==> src/rtl/muldiv_unit_if.sv <==
// Execute-stage <-> multiply/divide unit interface: issue handshake, operands and HI/LO results.
interface muldiv_unit_if #(
    parameter int unsigned WIDTH = 32
) ();
    logic             start;
    logic [2:0]       op;
    logic [WIDTH-1:0] rs;
    logic [WIDTH-1:0] rt;
    logic             flush;
    logic             busy;
    logic             done;
    logic [WIDTH-1:0] hi;
    logic [WIDTH-1:0] lo;
    logic             div_zero;

    modport master (
        output start, op, rs, rt, flush,
        input  busy, done, hi, lo, div_zero
    );

    modport slave (
        input  start, op, rs, rt, flush,
        output busy, done, hi, lo, div_zero
    );
endinterface

==> src/rtl/muldiv_unit.sv <==
// Iterative radix-2 multiply/divide unit owning HI/LO (shift-add multiply, restoring divide).
// Optional MULDIV_EARLY_OUT_EN: multiply leaves RUN once the remaining multiplier bits are zero.
module muldiv_unit #(
    parameter int unsigned WIDTH = 32
) (
    input logic           clock,
    input logic           reset,
    muldiv_unit_if.slave  bus
);
    localparam int unsigned CNT_W = $clog2(WIDTH + 1);

    typedef enum logic [1:0] {StIdle, StRun, StFix} state_e;

    state_e               state_q, state_d;
    logic [2*WIDTH-1:0]   acc_q, acc_d;      // product, or {remainder, dividend/quotient}
    logic [2*WIDTH-1:0]   mcand_q, mcand_d;
    logic [WIDTH-1:0]     opb_q, opb_d;      // multiplier (shifted right) or divisor
    logic [CNT_W-1:0]     cnt_q, cnt_d;
    logic                 is_div_q, is_div_d;
    logic                 neg_lo_q, neg_lo_d;
    logic                 neg_hi_q, neg_hi_d;
    logic                 dz_q, dz_d;
    logic [WIDTH-1:0]     hi_q, hi_d;
    logic [WIDTH-1:0]     lo_q, lo_d;
    logic                 done_q, done_d;
    logic                 div_zero_q, div_zero_d;

    logic                 signed_op, a_neg, b_neg;
    logic [WIDTH-1:0]     abs_a, abs_b;
    logic [2*WIDTH-1:0]   prod_nxt, prod_fix;
    logic [WIDTH-1:0]     mplr_nxt;
    logic [WIDTH:0]       rem_sh;
    logic                 rem_ge;
    logic [WIDTH-1:0]     rem_new, quot_fix, rem_fix;
    logic [2*WIDTH-1:0]   div_nxt;
    logic                 last_iter, early_out;

    assign signed_op = !bus.op[0];
    assign a_neg     = signed_op & bus.rs[WIDTH-1];
    assign b_neg     = signed_op & bus.rt[WIDTH-1];
    assign abs_a     = a_neg ? -bus.rs : bus.rs;
    assign abs_b     = b_neg ? -bus.rt : bus.rt;

    assign prod_nxt  = acc_q + (opb_q[0] ? mcand_q : '0);
    assign mplr_nxt  = opb_q >> 1;

    // Remainder after subtract is below the divisor, so modulo-2^WIDTH arithmetic suffices.
    assign rem_sh    = {acc_q[2*WIDTH-1:WIDTH], acc_q[WIDTH-1]};
    assign rem_ge    = rem_sh >= {1'b0, opb_q};
    assign rem_new   = rem_ge ? (rem_sh[WIDTH-1:0] - opb_q) : rem_sh[WIDTH-1:0];
    assign div_nxt   = {rem_new, acc_q[WIDTH-2:0], rem_ge};

    assign prod_fix  = neg_lo_q ? -acc_q : acc_q;
    assign quot_fix  = neg_lo_q ? -acc_q[WIDTH-1:0] : acc_q[WIDTH-1:0];
    assign rem_fix   = neg_hi_q ? -acc_q[2*WIDTH-1:WIDTH] : acc_q[2*WIDTH-1:WIDTH];

    assign last_iter = cnt_q == CNT_W'(WIDTH - 1);

`ifdef MULDIV_EARLY_OUT_EN
    assign early_out = !is_div_q && (mplr_nxt == '0);
`else
    assign early_out = 1'b0;
`endif

    always_ff @(posedge clock) begin
        if (reset) begin
            state_q <= StIdle;
        end else begin
            state_q <= state_d;
        end
    end

    always_comb begin
        state_d = state_q;
        unique case (state_q)
            StIdle: if (bus.start && !bus.flush && !bus.op[2]) state_d = StRun;
            StRun: begin
                if (bus.flush) state_d = StIdle;
                else if (last_iter || early_out) state_d = StFix;
            end
            StFix:   state_d = StIdle;
            default: state_d = StIdle;
        endcase
    end

    always_comb begin
        bus.busy     = state_q != StIdle;
        bus.done     = done_q;
        bus.hi       = hi_q;
        bus.lo       = lo_q;
        bus.div_zero = div_zero_q;
    end

    always_comb begin
        acc_d      = acc_q;
        mcand_d    = mcand_q;
        opb_d      = opb_q;
        cnt_d      = cnt_q;
        is_div_d   = is_div_q;
        neg_lo_d   = neg_lo_q;
        neg_hi_d   = neg_hi_q;
        dz_d       = dz_q;
        hi_d       = hi_q;
        lo_d       = lo_q;
        done_d     = 1'b0;
        div_zero_d = div_zero_q;
        unique case (state_q)
            StIdle: begin
                if (bus.start && !bus.flush) begin
                    if (!bus.op[2]) begin
                        acc_d    = bus.op[1] ? {{WIDTH{1'b0}}, abs_a} : '0;
                        mcand_d  = {{WIDTH{1'b0}}, abs_a};
                        opb_d    = abs_b;
                        cnt_d    = '0;
                        is_div_d = bus.op[1];
                        neg_lo_d = a_neg ^ b_neg;
                        neg_hi_d = a_neg;
                        dz_d     = bus.rt == '0;
                    end else if (bus.op[1:0] == 2'b00) begin
                        hi_d = bus.rs;
                    end else if (bus.op[1:0] == 2'b01) begin
                        lo_d = bus.rs;
                    end
                end
            end
            StRun: begin
                if (!bus.flush) begin
                    cnt_d = cnt_q + CNT_W'(1);
                    if (is_div_q) begin
                        acc_d = div_nxt;
                    end else begin
                        acc_d   = prod_nxt;
                        mcand_d = {mcand_q[2*WIDTH-2:0], 1'b0};
                        opb_d   = mplr_nxt;
                    end
                end
            end
            StFix: begin
                if (!bus.flush) begin
                    done_d = 1'b1;
                    if (is_div_q) begin
                        // Zero divisor leaves the dividend in the remainder, so hi == original rs.
                        hi_d       = rem_fix;
                        lo_d       = dz_q ? '1 : quot_fix;
                        div_zero_d = dz_q;
                    end else begin
                        hi_d = prod_fix[2*WIDTH-1:WIDTH];
                        lo_d = prod_fix[WIDTH-1:0];
                    end
                end
            end
            default: ;
        endcase
    end

    always_ff @(posedge clock) begin
        if (reset) begin
            acc_q      <= '0;
            mcand_q    <= '0;
            opb_q      <= '0;
            cnt_q      <= '0;
            is_div_q   <= 1'b0;
            neg_lo_q   <= 1'b0;
            neg_hi_q   <= 1'b0;
            dz_q       <= 1'b0;
            hi_q       <= '0;
            lo_q       <= '0;
            done_q     <= 1'b0;
            div_zero_q <= 1'b0;
        end else begin
            acc_q      <= acc_d;
            mcand_q    <= mcand_d;
            opb_q      <= opb_d;
            cnt_q      <= cnt_d;
            is_div_q   <= is_div_d;
            neg_lo_q   <= neg_lo_d;
            neg_hi_q   <= neg_hi_d;
            dz_q       <= dz_d;
            hi_q       <= hi_d;
            lo_q       <= lo_d;
            done_q     <= done_d;
            div_zero_q <= div_zero_d;
        end
    end
endmodule

==> src/flat_wrapper.sv <==
// flat-port wrapper written by rule: the top's interface ports become plain ports
module muldiv_unit_flat 
#(
    parameter int unsigned WIDTH = 32
)
  (clock, reset, bus_start, bus_op, bus_rs, bus_rt, bus_flush, bus_busy, bus_done, bus_hi, bus_lo, bus_div_zero);
  muldiv_unit_if #(.WIDTH(WIDTH)) bus_i ();
  input logic clock;
  input logic reset;
  input wire logic [$bits(bus_i.start)-1:0] bus_start;
  input wire logic [$bits(bus_i.op)-1:0] bus_op;
  input wire logic [$bits(bus_i.rs)-1:0] bus_rs;
  input wire logic [$bits(bus_i.rt)-1:0] bus_rt;
  input wire logic [$bits(bus_i.flush)-1:0] bus_flush;
  output wire logic [$bits(bus_i.busy)-1:0] bus_busy;
  output wire logic [$bits(bus_i.done)-1:0] bus_done;
  output wire logic [$bits(bus_i.hi)-1:0] bus_hi;
  output wire logic [$bits(bus_i.lo)-1:0] bus_lo;
  output wire logic [$bits(bus_i.div_zero)-1:0] bus_div_zero;
  assign bus_i.start = bus_start;
  assign bus_i.op = bus_op;
  assign bus_i.rs = bus_rs;
  assign bus_i.rt = bus_rt;
  assign bus_i.flush = bus_flush;
  assign bus_busy = bus_i.busy;
  assign bus_done = bus_i.done;
  assign bus_hi = bus_i.hi;
  assign bus_lo = bus_i.lo;
  assign bus_div_zero = bus_i.div_zero;
  muldiv_unit #(.WIDTH(WIDTH)) u_core (.clock(clock), .reset(reset), .bus(bus_i));
endmodule
==> config.mk <==
export PLATFORM = sky130hd
export DESIGN_NAME = muldiv_unit_flat
export DESIGN_NICKNAME = d
export VERILOG_FILES = /design/src/rtl/muldiv_unit_if.sv /design/src/rtl/muldiv_unit.sv /design/src/flat_wrapper.sv
export SDC_FILE = /design/constraint.sdc
export NUM_CORES = 1
export LEC_CHECK = 0
export ABC_AREA = 0
export CAP_MARGIN = 20
export CORE_MARGIN = 2
export CORE_UTILIZATION = 56
export CTS_CLUSTER_DIAMETER = 100
export CTS_CLUSTER_SIZE = 14
export DETAILED_ROUTE_END_ITERATION = 12
export DONT_BUFFER_PORTS = 1
export PLACE_DENSITY = 0.71
export SLEW_MARGIN = 10
export SYNTH_ARGS = -nofsm -noshare
export SYNTH_HDL_FRONTEND = slang
export SYNTH_SLANG_ARGS = --single-unit
==> constraint.sdc <==
create_clock -name clock -period 6.3 [get_ports clock]
set_input_delay 1.26 -clock clock [delete_from_list [all_inputs] [get_ports clock]]
set_output_delay 1.26 -clock clock [all_outputs]
set_load 0.01 [all_outputs]
Word-level counts from Yosys, hierarchy flattened

Index checks and enable logic that the tools add are counted.

Add/subtract/negate cells: 8
Order comparisons: 1
Equal/unequal tests: 15
Muxes and demuxes: 46
Bitwise logic cells: 6
Reductions and logical operators: 19

Operators by type and width:

| cell                | number |
|---|---|
| $mux 32             | 22 |
| $mux 64             | 10 |
| $pmux 64 s2         | 2 |
| $pmux 32 s2         | 3 |
| $neg 32->32         | 4 |
| $add 64x64->64      | 1 |
| $neg 64->64         | 1 |
| $ge 33x32->1        | 1 |
| $logic_not 32->1    | 1 |
| $sub 32x32->32      | 1 |
| $mux 6              | 3 |
| $ne 2x2->1 const B  | 6 |
| $pmux 6 s2          | 1 |
| $reduce_and 5->1    | 2 |
| $ne 2x1->1 const B  | 4 |
| $add 6x1->6 const B | 1 |
| $eq 6x5->1 const B  | 1 |
| $mux 2              | 3 |
| $reduce_and 3->1    | 2 |
| $reduce_and 6->1    | 1 |
| $reduce_bool 2->1   | 3 |
| $eq 2x1->1 const B  | 2 |
| $logic_not 2->1     | 2 |
| $pmux 2 s2          | 1 |
| 11 further kinds    | 17 |

Bits in registers: 238
Input port bits: 71

Longest topological paths before layout

Gate-level depths: netlist (run 1).

Word-level depth: 7
Depth in mapped cells: 16
Mapped depth without buffers: 15

Worst setup path before layout (run 1)

Ideal clock, no wire load.

Path type: reg2reg
From: reg u_core.opb_q[0]
To: reg u_core.acc_q[53]
Setup time: 135 ps
Arrival: 3656 ps
Setup slack: 2510 ps
Stages on the path, launching flop included: 16
Path buffers: 2
Path through: dfxtp_1 clkbuf_1 clkbuf_1 and2_1 ha_1 o21a_1 o211ai_1 o21ai_0 a221o_1 a31oi_1 o31ai_1 a311o_1 a221o_1 a41oi_1 xor2_1 o221ai_1

Longest elaborated chain between the ends: 5

RTL lines:

| element                                          | line                                 | text |
|---|---|---|
| from (decl)                                      | muldiv_unit.sv:17                    | `logic [WIDTH-1:0] opb_q, opb_d;` |
| from (signal assigned)                           | muldiv_unit.sv:173                   | `opb_q <= opb_d;` |
| $mux 64 (tied with other cells)                  | muldiv_unit.sv:44                    | `assign prod_nxt = acc_q + (opb_q[0] ? mcand_q : '0);` |
| $add 64x64->64 / $mux 32 (equally long branches) | muldiv_unit.sv:44, muldiv_unit.sv:50 |  |
| $mux 64 (*)                                      | muldiv_unit.sv:129                   | `if (is_div_q) begin` |
| $mux 64 (*)                                      | muldiv_unit.sv:127                   | `if (!bus.flush) begin` |
| $pmux 64 s2 (*)                                  | muldiv_unit.sv:107                   | `unique case (state_q)` |
| to (signal assigned)                             | muldiv_unit.sv:158                   | `acc_q <= '0;` |
| to (signal assigned)                             | muldiv_unit.sv:171                   | `acc_q <= acc_d;` |
| to (decl)                                        | muldiv_unit.sv:15                    | `logic [2*WIDTH-1:0] acc_q, acc_d;` |

Mark *: on every way between the ends. The rest lies on a longest branch, timed or not. The select of a mux whose other input is x is not followed.
A chain may end at the register's enable or synchronous reset.

Worst setup path after layout (run 1)

From: reg u_core.opb_q[0]
To: reg u_core.acc_q[62]

The elaborated chain is that of the path after synthesis.

==> summary.md, run 1 <==
| Metric | Value |
|---|---|
| ANT nets after route | 0 |
| EDFF count, synth | 0 |
| Measured slew at the worst slew-check pin | 1.06 ns |
| CTS tree | built |
| Fillers | 3261 |
| Detailed-route vias per instance | 6.58 |
| Worst hold path type | reg -> reg |
| Max Clock Freq | 217 MHz |
| Max-Cap Viols | 0 |
| Final hold vios | 0 |
| CTS Buf Count | 21 |
| Worst setup EP type | flip-flop |
| Final worst path period share | around three quarters |
| Layout cell share with drive strength beyond 1 | between 3 and 4% |
| Max Slew Vio Count | 0 |
| Post-CTS Setup Inserts | 0 |
| DR DRC count | 0 |
| First-pass GRT wire length | approximately 100000 um |
| Hold Buf Count CTS | 0 |
| Total congestion overflow | 0 |
| Top_reg_cell synth | dfxtp_1 |
| Maximum VDD drop | roughly 190 uV |
| Power Density | 187 nW/um2 |
| Syn Nets | between 2000 and 3000 |
| Max clock buf depth | 3 |
| Sink Count | 238 |
| Mapped cell area | 18900 um2 |
| Initial antenna violation count | 0 |
| H-tree Lvls | 1 |
| Slew headroom | 29.3% |
| DP HPWL | 49100 um |
| Largest net degree at the start of global routing | roughly 220 |
| Seq cells post-synth | 238 |
| Core Box Area | 33400 um2 |
| Worst setup SP type | flip-flop |
| DR iter-0 viols | 1835 |
| Syn Area/Cell | roughly 7.2 um2 |
| PortBufs | 0 |
| Clk_lat worst skew | between 0.5 and 0.6 ns |
| Setup CP Type | reg -> reg |
| Unrepaired setup endpoints after global routing | no |
| Crit Path Max Fanout | 56 |
| Crit path arrival time | 5.05 ns |
| Post-DR wirelength/cell | ~22 um |
| Worst-path clk slew | around 0.070 ns |
| Vias in the first global route | about 18000 |
| Status | complete, no violations |
| Layout Skew | 0.0175 ns |
| I/O pins | 138 |
| Tmin final | 4.60 ns |
| Setup TNS Final | 0 ns |
| Die area | between 30000 and 40000 um2 |
| YS warnings | 0 |
| GRT Overall Usage | 35.6% |
| Worst Reg-to-Reg Cells | 14 |
| Worst Path Required | between 6 and 7 ns |
| Fin nets | 2658 |
| Sequential fraction of the synthesis area | 25.2% |
| # setup viols final | 0 |
| Hold Crit Depth | 2 |
| Asr flop ratio synth | 0% |
| Gpl congestion | roughly 1 |
| DRT Wirelength | between 60000 and 70000 um |
| Initial Util | 56.6% |
| N_diodes | 0 |
| Die H | ~190 um |
| TritonRoute pass-1 iters | 5 |
| Leakage Power | just under 0.008 uW |
| Die Wd | 188 um |
| Post-Layout Cell Count | 2936 |
| CTS resizes | 0 |
| Placed cell count | 2906 |
| Clock Tree Root | clkbuf_16 |
| Area grow syn2layout | 4.22% |
| Via count | 19300 |
| Cell variety after synth | 75 |
| Mapped Cells | 2609 |
| # rows | 67 |
[critical path, stage by stage (launching register included)]
cell and delay, ns:
dfxtp_1 0.51, buf_4 0.47, and2_1 0.20, ha_1 0.22, nand2_1 0.12, nor2_1 0.12, o21ai_0 0.12, a311oi_1 0.46
o21ai_0 0.25, a21oi_1 0.41, a31oi_1 0.25, o31ai_1 0.49, a221oi_1 0.17, or4b_2 0.63, o211ai_1 0.11
[area by class of cell]
class	count	area, um2	share of cell area (%)
clock buffers	23	543	2.76
inverters	60	225	1.14
well taps	448	561	2.85
clock inverters	3	47.5	0.241
multi-input cells	2134	13300	67.5
repair buffers	30	246	1.25
flip-flops and latches	238	4770	24.2
[per-layer routing]
metal | routed length [um] | GRT usage (%)
met4 | 2700 | 13.0
met5 | 0 | 0
met1 | 27000 | 46.7
met3 | 6220 | 5.86
met2 | 29200 | 59.0
[power breakdown]
group | switching, uW | internal (uW) | leakage (uW)
logic | 516 | 303 | 0.00550
registers | 72.0 | 1550 | 0.00193
clock network | 596 | 652 | 0.000290
total | 1180 | 2510 | 0.00772
[Yosys cell counts (14+ instances only)]
| cell type | count | area, um2 |
|---|---|---|
| o221ai_1 | 39 | 342 |
| buf_1 | 15 | 56.3 |
| nand4_1 | 29 | 181 |
| dfxtp_1 | 238 | 4760 |
| a31oi_1 | 18 | 113 |
| a22oi_1 | 47 | 353 |
| inv_1 | 60 | 225 |
| or3_1 | 28 | 175 |
| o211ai_1 | 34 | 255 |
| ha_1 | 100 | 1250 |
| nor4_1 | 20 | 125 |
| xnor2_1 | 116 | 1020 |
| a311oi_1 | 31 | 272 |
| clkbuf_1 | 161 | 604 |
| nand2_1 | 285 | 1070 |
| nor2b_1 | 14 | 87.6 |
| a21o_1 | 58 | 435 |
| nand3_1 | 32 | 160 |
| a221oi_1 | 17 | 149 |
| nor2_1 | 314 | 1180 |
| o31ai_1 | 23 | 173 |
| nand2b_1 | 15 | 93.8 |
| and2_1 | 71 | 444 |
| or4_1 | 16 | 120 |
| o21a_1 | 16 | 120 |
| nor3_1 | 66 | 330 |
| mux2i_1 | 18 | 180 |
| xor2_1 | 93 | 815 |
| a21oi_1 | 272 | 1360 |
| o21ai_0 | 165 | 826 |
| a211oi_1 | 61 | 458 |
[placed cells by master (no fill, tap or decap), drive strengths merged, types with 29 or more instances in the layout]
cell type | synthesis | layout
dfxtp | 238 | 238
nand3 | 32 | 32
o21ai | 173 | 173
and2 | 72 | 72
nand4 | 29 | 29
a22oi | 47 | 47
nor3 | 66 | 66
a21oi | 274 | 274
inv | 60 | 62
a21o | 58 | 58
xor2 | 93 | 93
nor2 | 314 | 314
ha | 100 | 100
o221ai | 39 | 39
a211oi | 61 | 61
a311oi | 31 | 31
o211ai | 34 | 34
xnor2 | 116 | 116
or3 | 29 | 29
nand2 | 285 | 285
buf | 16 | 30
[cells by family after synthesis]
group / Yosys count / share of synthesized area, %
flops: 238 / 25.2
fa+ha+maj: 102 / 6.83
mux: 20 / 1.07
compound gates: 869 / 29.6
xor+xnor: 209 / 9.69
buf+inv: 237 / 4.75
simple gates: 934 / 22.8
[worst paths after layout]
kind | slack (ns) | start | end
max | 1.70 | u_core.opb_q[0]$_SDFFE_PP0P_ | u_core.acc_q[62]$_SDFFE_PP0P_
min | 0.47 | u_core.mcand_q[1]$_SDFFE_PP0P_ | u_core.mcand_q[1]$_SDFFE_PP0P_
max reg2reg | 1.70 | u_core.opb_q[0]$_SDFFE_PP0P_ | u_core.acc_q[62]$_SDFFE_PP0P_
min reg2reg | 0.47 | u_core.mcand_q[1]$_SDFFE_PP0P_ | u_core.mcand_q[1]$_SDFFE_PP0P_
[sequential cells by signal, summed over array words and instances, names as in the netlist, 2 cells and up]
signal,flops
u_core.opb_q,32
u_core.bus.lo,32
u_core.acc_q,64
u_core.mcand_q,64
u_core.bus.hi,32
u_core.cnt_q,6
u_core.state_q,2
[stage by stage]
stage	power [uW]	hold slack [ns]	utilization, %	instance area (um2)	setup WS, ns
4_1_cts	3690	0.468	58.9	19600	1.77
2_1_floorplan	2260	0.440	-	18900	2.51
3_5_place_dp	2460	0.459	57.1	19100	1.80
6_report	3690	0.466	59.0	19700	1.70
5_1_grt	3840	0.499	59.0	19700	1.38
3_3_place_gp	2440	0.451	57.1	19000	1.85
(Power assumes the default switching activity.)
==> inputs of run 2 (changes only) <==
==> constraint.sdc (replaced) <==
create_clock -name clock -period 4.3 [get_ports clock]
set_input_delay 0.86 -clock clock [delete_from_list [all_inputs] [get_ports clock]]
set_output_delay 0.86 -clock clock [all_outputs]
set_load 0.01 [all_outputs]
==> run 2 against run 1 <==
  * Final cell count increased by 1.5%
  * Non-clock buffer count increased by 42
  * Design area increased by 1.5%
  * Via count grew 0.60%
  * Sequential share of layout area shrank 0.35 points
  * Clock skew increased by 0.0025 ns
  * Critical path type unchanged
  * Hold slack worse by 0.074 ns
  * Worst setup slack worse by 1.4 ns
  * Sequential cell count is the same
  * Clock-buffer cell count increased by 1
  * Highest routed layer is now met5
  * First-iteration DRC count fell by 2.8%
==> summary.md, run 2 (synthesis results as in run 1) <==
| Metric | Value |
|---|---|
| Status | complete, no violations |
| Maximum VDD drop | 257 uV |
| Crit Path Max Fanout | 10 |
| Initial Util | 56.6% |
| Worst setup EP type | flip-flop |
| GRT Overall Usage | a little over a third |
| Worst hold path type | in -> reg |
| Unrepaired setup endpoints after global routing | no |
| Gpl congestion | 1.01 |
| Setup TNS Final | 0 ns |
| Die area | 35200 um2 |
| Vias in the first global route | 17800 |
| Final hold vios | 0 |
| DR iter-0 viols | 1784 |
| Core Box Area | 33400 um2 |
| Initial antenna violation count | 3 |
| Max Clock Freq | 247 MHz |
| TritonRoute pass-1 iters | 6 |
| H-tree Lvls | 1 |
| Total Power | roughly 5400 uW |
| Clock Tree Root | clkbuf_16 |
| Post-DR wirelength/cell | ~22 um |
| Area grow syn2layout | 5.80% |
| Max Slew Vio Count | 0 |
| PortBufs | 0 |
| Fillers | 3285 |
| Fin nets | 2700 |
| Slew headroom | 34.8% |
| Setup CP Type | reg -> reg |
| Max-Cap Viols | 0 |
| N_diodes | 0 |
| Measured slew at the worst slew-check pin | 0.978 ns |
| Layout Skew | 0.0200 ns |
| GRT busiest layer | met2 |
| CTS Buf Count | 21 |
| DRT Wirelength | 66300 um |
| Final worst path period share | 94.0% |
| Most frequent cells in the layout | nor2_1 (314), nand2_1 (285), a21oi_1 (270) |
| # rows | 67 |
| Crit path arrival time | 4.51 ns |
| Detailed-route vias per instance | 6.52 |
| Max clock buf depth | 3 |
| Total congestion overflow | 0 |
| Met1 GRT Util | a little under half |
| Worst-path clk slew | approximately 0.07 ns |
| DP Worst Slack | about 0.011 ns |
| Sink Count | 238 |
| Grt met3 use | 7.64% |
| PnR worst setup slack | ~0.26 ns |
| Worst setup SP type | flip-flop |
| First-pass GRT wire length | 102000 um |
| # setup viols final | 0 |
| Most common cell after layout, fill and taps aside | nor2_1 |
| Leakage Power | around 0.008 uW |
| Biggest regs | u_core.acc_q x64, u_core.mcand_q x64 |
| Clk_lat worst skew | approximately 0.54 ns |
| Power Density | 271 nW/um2 |
| DR DRC count | 0 |
| GRT met2 Usage | 57.1% |
| ANT nets after route | 0 |
| Layout cell share with drive strength beyond 1 | around 5.5% |
| Largest net degree at the start of global routing | 215 |
| DP HPWL | approximately 50000 um |
| Tmin final | 4.04 ns |
| Die H | 188 um |
| Worst Path Required | 4.76 ns |
| I/O pins | roughly 140 |
| Die Wd | 188 um |
| CTS tree | built |
| Via count | slightly below 20000 |
| Hold Buf Count CTS | 0 |
| Hold Slack | 0.392 ns |
==> run 2: metal layers <==
layer / up-vias / wire (um)
met5: - / 13
met3: 147 / 6770
met2: 934 / 28800
met1: 9082 / 27500
li1: 9269 / -
met4: 2 / 3220
==> run 2: repair_timing <==
| item | CTS | global route |
|---|---|---|
| resized for setup | 1 | 2 |
| endpoints found under the setup margin | 1 | 3 |
| pin swaps | 0 | 1 |
| buffers inserted | 0 | 1 |
==> run 2: worst paths after layout <==
path	startpoint	endpoint	slack, ns	cells after the start
max	u_core.opb_q[0]$_SDFFE_PP0P_	u_core.acc_q[62]$_SDFFE_PP0P_	0.26	15
min	reset	u_core.mcand_q[61]$_SDFFE_PP0P_	0.39	1
max reg2reg	u_core.opb_q[0]$_SDFFE_PP0P_	u_core.acc_q[62]$_SDFFE_PP0P_	0.26	15
min reg2reg	u_core.opb_q[1]$_SDFFE_PP0P_	u_core.opb_q[1]$_SDFFE_PP0P_	0.47	2
==> run 2: area by class of cell <==
| cell class | count | area (um2) | share of cell area, % |
|---|---|---|---|
| clock inverter | 3 | 25.0 | 0.125 |
| clock buffer | 24 | 547 | 2.73 |
| tap | 448 | 561 | 2.80 |
| timing repair buffer | 72 | 553 | 2.77 |
| multi-input combinational | 2134 | 13300 | 66.6 |
| inverter | 60 | 225 | 1.13 |
| sequential | 238 | 4770 | 23.9 |
==> run 2: report_power, final <==
group / internal (uW) / switching [uW]
Combinational: 467 / 782
Sequential: 2270 / 98.9
Clock: 899 / 891
Total: 3640 / 1770
==> run 2: worst max-delay path, cell delays in order (launching register included) <==
cell      delay (ns)
dfxtp_2         0.43
and2_1          0.17
ha_1            0.21
fa_1            0.23
a21o_1          0.14
nand4_1         0.16
a21o_1          0.24
a311oi_1        0.31
buf_4           0.17
o21ai_0         0.18
a21oi_2         0.30
a31oi_1         0.22
o31ai_2         0.32
a221oi_1        0.14
or4b_2          0.62
o211ai_1        0.11
==> run 2: per-stage QoR <==
step           utilization [%]  std cells  instance area [um2]
2_1_floorplan                -       2609                18900
3_3_place_gp              58.1       2950                19400
3_5_place_dp              58.1       2950                19400
4_1_cts                   59.9       2977                20000
5_1_grt                   59.9       2979                20000
6_report                  59.9       2979                20000
